[src/rtl/bru_pkg.sv]
// Shared types for the branch resolve unit: FSM states, update-queue entry, default widths.
package bru_pkg;

    localparam int BRU_ADDR_W = 32;

    typedef enum logic {
        RUN    = 1'b0,
        SQUASH = 1'b1
    } bru_state_e;

    typedef struct packed {
        logic [BRU_ADDR_W-1:0] pc;
        logic [BRU_ADDR_W-1:0] target;
        logic                  taken;
    } upd_entry_t;

    function automatic logic [63:0] sat_inc(input logic [63:0] value);
        return (&value) ? value : value + 64'd1;
    endfunction

endpackage

[src/rtl/bru_upd_fifo.sv]
// Predictor-update FIFO; a pop frees its slot in the same cycle, so push+pop on full succeeds.
module bru_upd_fifo #(
    parameter int DEPTH = 2,
    parameter int WIDTH = 65
) (
    input  logic             clk,
    input  logic             rst,
    input  logic             push,
    input  logic [WIDTH-1:0] din,
    input  logic             pop,
    output logic [WIDTH-1:0] dout,
    output logic             full,
    output logic             empty
);

    localparam int PTR_W = $clog2(DEPTH);

    logic [WIDTH-1:0] mem [DEPTH];
    logic [PTR_W-1:0] wr_ptr;
    logic [PTR_W-1:0] rd_ptr;
    logic [PTR_W:0]   count;
    logic             pop_ok;
    logic             push_ok;

    assign empty   = (count == '0);
    assign full    = (count == (PTR_W+1)'(DEPTH));
    assign pop_ok  = pop && !empty;
    assign push_ok = push && (!full || pop_ok);
    assign dout    = mem[rd_ptr];

    always_ff @(posedge clk) begin
        if (rst) begin
            wr_ptr <= '0;
            rd_ptr <= '0;
            count  <= '0;
        end else begin
            if (push_ok) wr_ptr <= wr_ptr + PTR_W'(1);
            if (pop_ok)  rd_ptr <= rd_ptr + PTR_W'(1);
            count <= count + (PTR_W+1)'(push_ok) - (PTR_W+1)'(pop_ok);
        end
    end

    // NOTE: storage is deliberately not reset; the cleared count marks every slot as empty.
    always_ff @(posedge clk) begin
        if (push_ok) mem[wr_ptr] <= din;
    end

endmodule

[src/rtl/branch_resolve_unit.sv]
// Resolves EX branches against the predicted NPC, redirects fetch and queues predictor updates.
// Optional BRU_STATS_EN adds saturating 64-bit branch / mispredict counters.
module branch_resolve_unit
    import bru_pkg::*;
#(
    parameter int UPDQ_DEPTH = 2,
    parameter int ADDR_W     = BRU_ADDR_W
) (
    input  logic              clk,
    input  logic              rst,
    input  logic              pred_valid_IF,
    input  logic [ADDR_W-1:0] pred_npc_IF,
    input  logic              stallD,
    input  logic              flushD,
    input  logic              stallE,
    input  logic              flushE,
    input  logic              is_br_EX,
    input  logic              br_taken_EX,
    input  logic [ADDR_W-1:0] br_target_EX,
    input  logic [ADDR_W-1:0] PC_EX,
    output logic              redirect,
    output logic [ADDR_W-1:0] redirect_pc,
    output logic              upd_valid,
    input  logic              upd_ready,
    output logic [ADDR_W-1:0] upd_pc,
    output logic [ADDR_W-1:0] upd_target,
    output logic              upd_taken,
`ifdef BRU_STATS_EN
    output logic [63:0]       total_br,
    output logic [63:0]       mispred_cnt,
`endif
    output logic              upd_overflow
);

    localparam int ENTRY_W = 2 * ADDR_W + 1;

    bru_state_e        state;
    logic              valid_D;
    logic              valid_E;
    logic              resolved_E;
    logic [ADDR_W-1:0] npc_D;
    logic [ADDR_W-1:0] npc_E;
    logic [ADDR_W-1:0] correct_pc;
    logic              resolve;
    logic              mispredict;
    logic              q_full;
    logic              q_empty;
    logic              upd_pop;
    logic [ENTRY_W-1:0] q_dout;

    // NOTE: every always_comb output is assigned on every path, so no latch can be inferred.
    always_comb begin
        correct_pc = br_taken_EX ? br_target_EX : PC_EX + ADDR_W'(4);
        resolve    = valid_E && is_br_EX && (state == RUN) && !resolved_E;
        mispredict = resolve && (npc_E != correct_pc);
    end

    assign redirect    = mispredict;
    assign redirect_pc = correct_pc;

    // NOTE: sequential state uses non-blocking assignments so each register samples pre-edge values.
    always_ff @(posedge clk) begin
        if (rst) begin
            state        <= RUN;
            valid_D      <= 1'b0;
            valid_E      <= 1'b0;
            npc_D        <= '0;
            npc_E        <= '0;
            resolved_E   <= 1'b0;
            upd_overflow <= 1'b0;
        end else begin
            if (state == SQUASH) begin
                valid_D <= 1'b0;
            end else if (!stallD) begin
                if (flushD) begin
                    valid_D <= 1'b0;
                end else begin
                    valid_D <= pred_valid_IF;
                    npc_D   <= pred_npc_IF;
                end
            end

            if (state == SQUASH) begin
                valid_E <= 1'b0;
            end else if (!stallE) begin
                if (flushE) begin
                    valid_E <= 1'b0;
                end else begin
                    valid_E <= valid_D;
                    npc_E   <= npc_D;
                end
            end

            // A stalled EX instruction keeps its resolved mark so it enqueues only once.
            resolved_E <= stallE ? (resolved_E || resolve) : 1'b0;

            case (state)
                RUN:     if (mispredict) state <= SQUASH;
                SQUASH:  state <= RUN;
                default: state <= RUN;
            endcase

            if (resolve && q_full && !upd_pop) upd_overflow <= 1'b1;
        end
    end

`ifdef BRU_STATS_EN
    always_ff @(posedge clk) begin
        if (rst) begin
            total_br    <= '0;
            mispred_cnt <= '0;
        end else begin
            if (resolve)    total_br    <= sat_inc(total_br);
            if (mispredict) mispred_cnt <= sat_inc(mispred_cnt);
        end
    end
`endif

    assign upd_valid = !q_empty;
    assign upd_pop   = upd_valid && upd_ready;
    assign {upd_pc, upd_target, upd_taken} = q_dout;

    bru_upd_fifo #(
        .DEPTH (UPDQ_DEPTH),
        .WIDTH (ENTRY_W)
    ) u_upd_fifo (
        .clk   (clk),
        .rst   (rst),
        .push  (resolve),
        .din   ({PC_EX, br_target_EX, br_taken_EX}),
        .pop   (upd_pop),
        .dout  (q_dout),
        .full  (q_full),
        .empty (q_empty)
    );

endmodule

[config.mk]
export PLATFORM = sky130hd
export DESIGN_NAME = branch_resolve_unit
export DESIGN_NICKNAME = d
export VERILOG_FILES = /design/src/rtl/bru_pkg.sv /design/src/rtl/bru_upd_fifo.sv /design/src/rtl/branch_resolve_unit.sv
export SDC_FILE = /design/constraint.sdc
export NUM_CORES = 1
export LEC_CHECK = 0
export BUFFER_PORTS_ARGS = -buffer_cell sky130_fd_sc_hd__buf_4
export CAP_MARGIN = 20
export CORE_AREA = 2 2 122 171
export CTS_BUF_LIST = sky130_fd_sc_hd__clkbuf_8 sky130_fd_sc_hd__clkbuf_16
export DETAILED_ROUTE_END_ITERATION = 8
export DIE_AREA = 0 0 124 173
export PLACE_DENSITY = 0.75
export SLEW_MARGIN = 20
export SYNTH_ARGS = -nofsm -noshare
export SYNTH_HDL_FRONTEND = slang
export SYNTH_HIERARCHICAL = 1
export SYNTH_SLANG_ARGS = --single-unit
[constraint.sdc]
create_clock -name clk -period 4.9 [get_ports clk]
set_clock_uncertainty 0.2 [all_clocks]
set_input_delay 0.49 -clock clk [delete_from_list [all_inputs] [get_ports clk]]
set_output_delay 0.49 -clock clk [all_outputs]
set_load 0.02 [all_outputs]
==> metrics.csv, run 1 <==
metric,value,unit
status,"finished, final reports clean",
syn nets,1008,
largest net degree at the start of global routing,77,
Hold EP,u_upd_fifo/mem[1][25],
Worst-Skew Late Latency,0.49,ns
drc violations,0,
maximum vdd drop,0.183,mV
core area,0.0198,sq mm
die height,173,um
Die W,124,um
share of cells above drive strength 1,27.0,%
flop2flop setup slack,2.15,ns
"commonest cells after routing, fill and taps aside","buf_4, nand2_1, edfxtp_1",
relative max-transition margin,30.2,%
Setup TNS,0,ns
Post-DRT Antenna Nets,0,
Post-synth ARST share,0,%
H-tree depth reported by CTS,1,
starting density of the core,49.2,%
num rows,61,
n_diodes,0,
number of buffers created by CTS,20,
Routed WL per cell,19.2,um
Root Driver,clkbuf_16,
WP data required,4.21,ns
initial antenna violation count,0,
clk slew on worst S/H paths,0.06,ns
Tcrit/Tclk final,82.9,%
reg2reg end,state,
startpoint types,primary input,
GP Congestion,0.932,
crit-path max FO,15,
final wirelength,26000,um
Post-synth EDFFs,130,
Layout Cells excl Fill,1355,
post_cts resized,0,
R2R depth,8,
DRT Pass-1 Iters,4,
GR Overflow Total,0,
IO Count,206,
post-layout util,61.4,%
cell area after synthesis,0.00977,sq mm
Worst Max-Slew Pin Slew,1.05,ns
hold depth,1,
CP startpoint,PC_EX[8],
Num Clock Sinks,204,
Post-DP Area,0.0115,sq mm
Hold Fails Final Rpt,0,
Leak,4.45,nW
vias in the first global route,7260,
DP HPWL,18900,um
CTS tree,yes,
CP endpoint kind,output port,
minimum clock period after layout,4.06,ns
Filler Cell Count,1697,
Ys Warns,6,
Clock Tree Buf Depth,3,
Synth Flop Type,edfxtp_1,
"flops & latches, synth",204,
DR vias,7595,
Iter 0 DRT Violations,679,
Min-Delay Path Class,primary input to register,
post-route cell area,0.0122,sq mm
Inst Count DP,1311,
Max Fclk,246,MHz
nets@finish,1197,
die area,0.0215,sq mm
Pins Over Slew Limit,0,
Mean Syn Cell Area,10.9,sq um
Worst Hold Launch,br_target_EX[24],
sequential area share after synthesis,55.1,%
Worst Path Arrival,3.37,ns
Via density,5.61,
Pwr Density,302,mW/mm^2
critical path class,primary input to output port,
library cells used by synthesis,77,
Cells after Synth,900,
final setup fails,0,
Worst R2R Start,npc_E[16],
max cap viols,0,
Area Growth Syn to Fin,24.7,%
unrepaired setup endpoints after global routing,no,
first-pass GRT wire length,39600,um
"commonest non-fill, non-tap cell in the layout",buf_4,
Port Buf Inserts,205,
total track usage,23.7,%
[synthesized netlist by cell type (21+ instances only)]
library cell,number,area (sq um)
a21oi_1,77,385
clkbuf_1,44,165
dfxtp_1,74,1480
edfxtp_1,130,3900
mux2_1,51,574
mux2_2,27,304
nand2_1,169,634
nand4_1,21,131
nor2_1,32,120
o21ai_0,24,120
xnor2_1,23,201
xor2_1,25,219
[per-stage QoR]
| step | setup WS (ns) | power [mW] | hold WS [ns] |
|---|---|---|---|
| 5_1_grt | 0.608 | 3.82 | 0.000584 |
| 3_5_place_dp | 0.863 | 2.27 | 0.239 |
| 2_1_floorplan | 0.424 | 2.07 | 0.222 |
| 6_report | 0.836 | 3.68 | 0.00925 |
| 4_1_cts | 0.838 | 3.71 | 0.000308 |
| 3_3_place_gp | 0.924 | 2.26 | 0.230 |
[power breakdown]
group	switching, mW	internal (mW)	leakage [nW]
Combinational	0.221	0.158	2.36
Sequential	0.0132	1.84	1.77
Clock	0.620	0.824	0.316
[area by class of cell]
| class | instances | area (sq um) | area share, % |
|---|---|---|---|
| Clock inverter | 12 | 62.6 | 0.514 |
| Multi-Input combinational cell | 628 | 4110 | 33.7 |
| Sequential cell | 204 | 5390 | 44.3 |
| Timing Repair Buffer | 222 | 1690 | 13.9 |
| Inverter | 13 | 48.8 | 0.401 |
| Tap cell | 252 | 315 | 2.59 |
| Clock buffer | 24 | 567 | 4.65 |
[worst max-delay path by stage]
stage	to	slack [ns]
after floorplan	u_upd_fifo/mem[0][0]	0.42
after global placement	redirect	0.92
after detailed placement	redirect	0.86
after CTS	redirect	0.84
after global routing	redirect	0.61
final	redirect	0.84
[per-layer routing]
layer	wire length, um	global-route usage (%)	vias up	part of all wire [%]
li1	-	-	3657	-
met1	10500	31.1	3646	40
met2	13400	40.5	244	51
met3	1510	3.07	48	5.8
met4	702	7.12	0	2.7
met5	0	0	-	0
[critical path, stage by stage]
cell and delay, ns:
buf_4 0.18, nand3_1 0.24, or4_1 0.71, a221oi_2 0.33, o311ai_1 0.20, a2111oi_2 0.36, o2111ai_1 0.15, o31ai_1 0.37
nand2_1 0.16, buf_4 0.19
[timing repair]
| item | CTS | global route |
|---|---|---|
| setup endpoints to repair | 0 | 0 |
| setup buffers | 0 | 0 |
| endpoints found under the hold margin | 16 | 0 |
| hold buffers | 8 | 0 |
[kinds of logic after synthesis]
logic type,count (synthesis),synth area share [%]
muxes,82,9.45
xor gates and xnor gates,52,5.17
adders and majority gates,2,0.256
DFF,204,55.1
AOI/OAI and AO/OA,155,9.80
and+or+nand+nor,337,17.1
buffers and inverters,68,3.09
[sequential cells by signal, indices dropped and copies added (netlist names), named ones only]
signal and flops:
u_upd_fifo/mem 130, npc_D 32, npc_E 32, u_upd_fifo/count 2, resolved_E 1, state 1, u_upd_fifo/rd_ptr 1, u_upd_fifo/wr_ptr 1
upd_overflow 1, valid_D 1, valid_E 1
No activity file was read; power rests on OpenSTA's default activity.
==> run 2: changes to the inputs <==
==> constraint.sdc (replaced) <==
create_clock -name clk -period 4.1 [get_ports clk]
set_clock_uncertainty 0.2 [all_clocks]
set_input_delay 0.41 -clock clk [delete_from_list [all_inputs] [get_ports clk]]
set_output_delay 0.41 -clock clk [all_outputs]
set_load 0.02 [all_outputs]
==> metrics.csv, run 2 (synthesis gave the netlist of run 1 again) <==
metric,value,unit,change
starting density of the core,49.2,%,unchanged
final wirelength,27700,um,+6.5%
maximum vdd drop,0.226,mV,+24%
clk slew on worst S/H paths,0.06,ns,about the same
minimum clock period after layout,3.87,ns,
Total Power,4.49,mW,+22%
Hold EP,npc_D[2],,
startpoint types,primary input,,
WP data required,3.49,ns,-0.72 ns
Hold Fails Final Rpt,0,,unchanged
CP startpoint,PC_EX[20],,
Port Buf Inserts,205,,unchanged
DRT Pass-1 Iters,5,,+1
Largest Register,u_upd_fifo/mem,,
Pins Over Slew Limit,0,,unchanged
Routed WL per cell,19.2,um,about the same
CTS tree,yes,,
biggest regs,"u_upd_fifo/mem x130, npc_D x32, npc_E x32",,
first-pass GRT wire length,42200,um,+6.6%
max FFs per register,130,,unchanged
"commonest cells after routing, fill and taps aside","buf_4, nand2_1, edfxtp_1",,
critical path class,primary input to output port,,
Worst-Skew Late Latency,0.48,ns,about the same
share of cells above drive strength 1,25.7,%,-1.3 points
GP Congestion,0.905,,-2.9%
Min-Delay Path Class,primary input to register,,
die height,173,um,unchanged
hold depth,3,,+2
Layout Cells excl Fill,1444,,+6.6%
Worst Hold Launch,pred_npc_IF[2],,
GR Overflow Total,0,,unchanged
Leak,4.87,nW,+9.5%
Root Driver,clkbuf_16,,
Pwr Density,342,mW/mm^2,+13%
DR vias,8039,,+5.8%
number of buffers created by CTS,19,,-5.0%
core area,0.0198,sq mm,unchanged
Critical Path Max Stage Delay,0.53,ns,-0.18 ns
Post-DP Area,0.0116,sq mm,+1.2%
flop2flop setup slack,1.49,ns,-0.66 ns
Num Clock Sinks,204,,unchanged
Worst Path Arrival,3.26,ns,-0.11 ns
vias in the first global route,7749,,+6.7%
IO Count,206,,unchanged
status,"finished, final reports clean",,
Tcrit/Tclk final,94.5,%,
CP endpoint kind,output port,,
final setup fails,0,,unchanged
Inst Count DP,1322,,+0.84%
Worst R2R Start,npc_E[22],,
total track usage,25.3,%,+1.6 points
Hold Worst Slack,0.000183,ns,-0.00907 ns
n_diodes,0,,unchanged
Area Growth Syn to Fin,34.3,%,
DP HPWL,19500,um,+3.1%
Die W,124,um,unchanged
Iter 0 DRT Violations,660,,-2.8%
relative max-transition margin,30.4,%,+0.16 points
max cap viols,0,,unchanged
reg2reg end,state,,
worst path cell trace,dlygate4sd3_1 > buf_4 > and4_1 > and2_1 > a211oi_1 > a311oi_1 > and4_1 > nand4_1 > o31ai_2 > nand2_1 > buf_4,,
Filler Cell Count,1530,,-9.8%
post-layout util,66.1,%,+4.8 points
Clock Tree Buf Depth,3,,unchanged
num rows,61,,unchanged
die area,0.0215,sq mm,unchanged
largest net degree at the start of global routing,77,,unchanged
post-route cell area,0.0131,sq mm,+7.8%
crit-path max FO,9,,-6
Post-DRT Antenna Nets,0,,unchanged
drc violations,0,,unchanged
"Slowest-stage cell, CP",dlygate4sd3_1,,
R2R depth,8,,unchanged
"commonest non-fill, non-tap cell in the layout",buf_4,,
Via density,5.57,,-0.68%
unrepaired setup endpoints after global routing,no,,
Max Fclk,258,MHz,
initial antenna violation count,0,,unchanged
Worst Max-Slew Pin Slew,1.04,ns,-0.00244 ns
nets@finish,1288,,+7.6%
H-tree depth reported by CTS,1,,unchanged
-- run 2: cell type report --
cell class | count | area (sq um) | area share, %
sequential | 204 | 5390 | 41.1
multi-input combinational | 628 | 4120 | 31.4
timing repair buffer | 314 | 2630 | 20.0
clock buffer | 24 | 556 | 4.23
tap | 252 | 315 | 2.40
clock inverter | 9 | 66.3 | 0.505
inverter | 13 | 48.8 | 0.372
-- run 2: power by group --
group | internal (mW) | leakage (nW) | switching (mW)
clock network | 1.02 | 0.330 | 0.728
logic | 0.244 | 2.77 | 0.280
registers | 2.20 | 1.77 | 0.0160
total | 3.46 | 4.87 | 1.02
-- run 2: stage by stage --
stage / setup slack (ns) / setup TNS [ns]
2_1_floorplan: -0.322 / -41.81
3_3_place_gp: 0.439 / 0
3_5_place_dp: 0.410 / 0
4_1_cts: 0.126 / 0
5_1_grt: 0.0307 / 0
6_report: 0.226 / 0
-- run 2: what timing repair did --
item,in CTS,in global routing
resized for setup,0,3
endpoints found under the setup margin,0,1
hold buffers,89,0
hold endpoints to repair,145,0
buffers inserted,0,0
-- run 2: critical path, delay by kind of cell --
family,cells,cell delay [ns]
buf+inv,3,0.89
compound gates,3,0.81
simple gates,5,1.15
-- run 2: worst max-delay path by stage --
stage                                end
detailed placement              redirect
finish                          redirect
global route                    redirect
global placement                redirect
CTS                             redirect
floorplan           u_upd_fifo/mem[0][0]
-- run 2: metal layers --
metal / GRT usage [%] / routed length (um)
met5: 0 / 0
met3: 2.57 / 1380
met4: 8.05 / 841
met1: 32.6 / 11200
met2: 44.2 / 14300
==> run 3: changes to the inputs <==
--- a/config.mk
+++ b/config.mk
@@ -5,12 +5,14 @@
 export SDC_FILE = /design/constraint.sdc
 export NUM_CORES = 1
 export LEC_CHECK = 0
+export ABC_AREA = 1
 export BUFFER_PORTS_ARGS = -buffer_cell sky130_fd_sc_hd__buf_4
 export CAP_MARGIN = 20
-export CORE_AREA = 2 2 122 171
+export CORE_AREA = 2 2 121 170
 export CTS_BUF_LIST = sky130_fd_sc_hd__clkbuf_8 sky130_fd_sc_hd__clkbuf_16
 export DETAILED_ROUTE_END_ITERATION = 8
-export DIE_AREA = 0 0 124 173
+export DIE_AREA = 0 0 123 172
+export GPL_ROUTABILITY_DRIVEN = 0
 export PLACE_DENSITY = 0.75
 export SLEW_MARGIN = 20
 export SYNTH_ARGS = -nofsm -noshare
==> metrics.csv, run 3 <==
metric,value,unit,change
status,"finished, final reports clean",,
syn nets,1103,,+9.4%
largest area contributor in the netlist,edfxtp_1,,
starting density of the core,48.8,%,-0.40 points
vias in the first global route,7511,,-3.1%
Post-synth ARST share,0,%,unchanged
max cap viols,0,,unchanged
top-count cell post-synth,nand2_1,,
Pins Over Slew Limit,0,,unchanged
"commonest cells after routing, fill and taps aside","buf_4, nand2_1, nor2_1",,
biggest regs,"u_upd_fifo/mem x130, npc_D x32, npc_E x32",,
Max Fclk,279,MHz,+8.0%
worst path cell trace,dlygate4sd3_1 > buf_4 > ha_1 > nand2_2 > nor2_4 > nand2_4 > nor2_2 > nand2_1 > nand2_1 > nand2_1 > nand2_1 > nand2_1 > nand2_1 > nand2_1 > nor2_1 > nand2_1 > nor2_1 > nand3_1 > nand2_1 > inv_1 > buf_4,,
Filler Cell Count,1544,,+0.92%
sequential area share after synthesis,56.0,%,+0.88 points
CTS tree,yes,,
top-area cell type share of the netlist area,40.6,%,+0.64 points
"Slowest-stage cell, CP",dlygate4sd3_1,,
Hold Fails Final Rpt,0,,unchanged
DRT Pass-1 Iters,5,,unchanged
largest net degree at the start of global routing,66,,-14%
num rows,61,,unchanged
n_diodes,0,,unchanged
minimum clock period after layout,3.59,ns,-0.287 ns
drc violations,0,,unchanged
Min-Delay Path Class,primary input to register,,
nets@finish,1404,,+9.0%
Worst Path Arrival,2.98,ns,-0.28 ns
Pwr Density,342,mW/mm^2,about the same
DR vias,7766,,-3.4%
Synth Flop Type,edfxtp_1,,
die area,0.0212,sq mm,-1.4%
maximum vdd drop,0.255,mV,+13%
Critical Path Max Stage Delay,0.56,ns,+0.03 ns
WP data required,3.49,ns,about the same
max FFs per register,130,,unchanged
Worst-Skew Late Latency,0.49,ns,about the same
Port Buf Inserts,205,,unchanged
Mean Syn Cell Area,9.66,sq um,-11%
Post-DP Area,0.0114,sq mm,-1.9%
post-route cell area,0.0129,sq mm,-1.4%
Root Driver,clkbuf_16,,
"commonest non-fill, non-tap cell in the layout",buf_4,,
Area Growth Syn to Fin,34.5,%,
Hold Worst Slack,0.00924,ns,+0.00906 ns
die height,172,um,-0.58%
Setup TNS,0,ns,unchanged
relative max-transition margin,30.2,%,-0.20 points
"delay-heaviest family, CP",simple AND/OR/NAND/NOR gates,,
Clock Tree Buf Depth,3,,unchanged
total track usage,23.0,%,-2.3 points
R2R depth,5,,-3
largest cells by area after synthesis,"edfxtp_1, dfxtp_1, nand2_1",,
DP HPWL,18100,um,-7.5%
worst setup path endpoint,redirect,,
first-pass GRT wire length,37800,um,-11%
Cells after Synth,995,,+11%
Worst Slack Setup Final,0.513,ns,+0.287 ns
Routed WL per cell,16.0,um,-17%
Die W,123,um,-0.81%
Ys Warns,6,,unchanged
WP buf/inv,4,,+1
commonest cells in the netlist,"nand2_1, nor2_1, edfxtp_1",,
area taken by multi-input logic gates,0.00373,sq mm,-9.4%
cell area after synthesis,0.00961,sq mm,-1.6%
critical path class,primary input to output port,,
Post-DRT Antenna Nets,0,,unchanged
final wirelength,24900,um,-10%
startpoint types,primary input,,
number of buffers created by CTS,19,,unchanged
Via density,4.98,,-11%
crit-path max FO,6,,-3
initial antenna violation count,0,,unchanged
number of cells on the critical path,21,,+10
final setup fails,0,,unchanged
Largest Register,u_upd_fifo/mem,,
Most common cell on crit path,nand2_1,,
GR Overflow Total,0,,unchanged
H-tree depth reported by CTS,1,,unchanged
Worst Max-Slew Pin Slew,1.05,ns,+0.00304 ns
flop2flop setup slack,1.53,ns,+0.04 ns
core area,0.0197,sq mm,-0.77%
share of cells above drive strength 1,27.8,%,+2.1 points
Tcrit/Tclk final,87.5,%,-7.0 points
Place WS,0.975,ns,+0.565 ns
"flops & latches, synth",204,,unchanged
Post-synth EDFFs,130,,unchanged
Reg area,0.00539,sq mm,unchanged
Iter 0 DRT Violations,463,,-30%
library cells used by synthesis,33,,-57%
CP endpoint kind,output port,,
IO Count,206,,unchanged
CP startpoint,PC_EX[3],,
Worst R2R Start,valid_E,,
reg2reg end,u_upd_fifo/mem[1][5],,
Num Clock Sinks,204,,unchanged
postcts setup bufs,0,,unchanged
unrepaired setup endpoints after global routing,no,,
clk slew on worst S/H paths,0.06,ns,about the same
Leak,5.51,nW,+13%
post-layout util,65.7,%,-0.43 points
run 3: how the worst min path moves through the flow:
stage                     end  cells after the start             from  slack [ns]
global route        npc_D[28]                      3  pred_npc_IF[28]        0.02
floorplan             valid_D                      2          valid_D        0.24
CTS                  npc_D[2]                      3   pred_npc_IF[2]       0.003
finish               npc_D[2]                      3   pred_npc_IF[2]       0.009
detailed placement    valid_D                      2          valid_D        0.26
global placement      valid_D                      2          valid_D        0.24
run 3: cell families after synthesis:
group	share of synthesized area (%)
xor+xnor	0.729
mux	9.57
buf+inv	5.26
fa+ha+maj	0.260
simple gates	23.1
flops	56.0
compound gates	5.09
run 3: cell type report:
type | instances | share of cell area [%]
sequential | 204 | 41.7
multi-input combinational | 674 | 28.8
timing repair buffer | 314 | 20.2
clock buffer | 22 | 4.08
tap | 252 | 2.44
inverter | 83 | 2.41
clock inverter | 11 | 0.348
run 3: timing repair:
| item | 4_1_cts | 5_1_grt |
|---|---|---|
| gates resized for setup | 0 | 0 |
| endpoints found under the hold margin | 161 | 0 |
| hold buffers | 98 | 0 |
run 3: per-stage QoR:
stage                     std cells  total power [mW]
final                          1560              4.42
after global routing           1560              4.59
after CTS                      1560              4.45
after detailed placement       1429              2.76
after global placement         1429              2.75
after floorplan                 995              2.54
run 3: metal layers:
| layer | vias to the layer above | GRT usage [%] | share of wire, % |
|---|---|---|---|
| met4 | 0 | 10.2 | 4.5 |
| met3 | 65 | 3.00 | 5.5 |
| met5 | - | 0 | 0 |
| met1 | 3557 | 26.9 | 38 |
| li1 | 3895 | - | - |
| met2 | 249 | 41.7 | 52 |
run 3: where the power goes:
| part | switching, mW | leakage [nW] | total [mW] | internal, mW |
|---|---|---|---|---|
| logic | 0.291 | 3.41 | 0.544 | 0.253 |
| registers | 0.0243 | 1.78 | 2.25 | 2.22 |
| clock network | 0.718 | 0.315 | 1.63 | 0.914 |
| total | 1.03 | 5.51 | 4.42 | 3.39 |
run 3: worst min-delay path, cell delays in order:
cell,delay (ns)
buf_4,0.08
o21ai_0,0.07
nor2_1,0.10
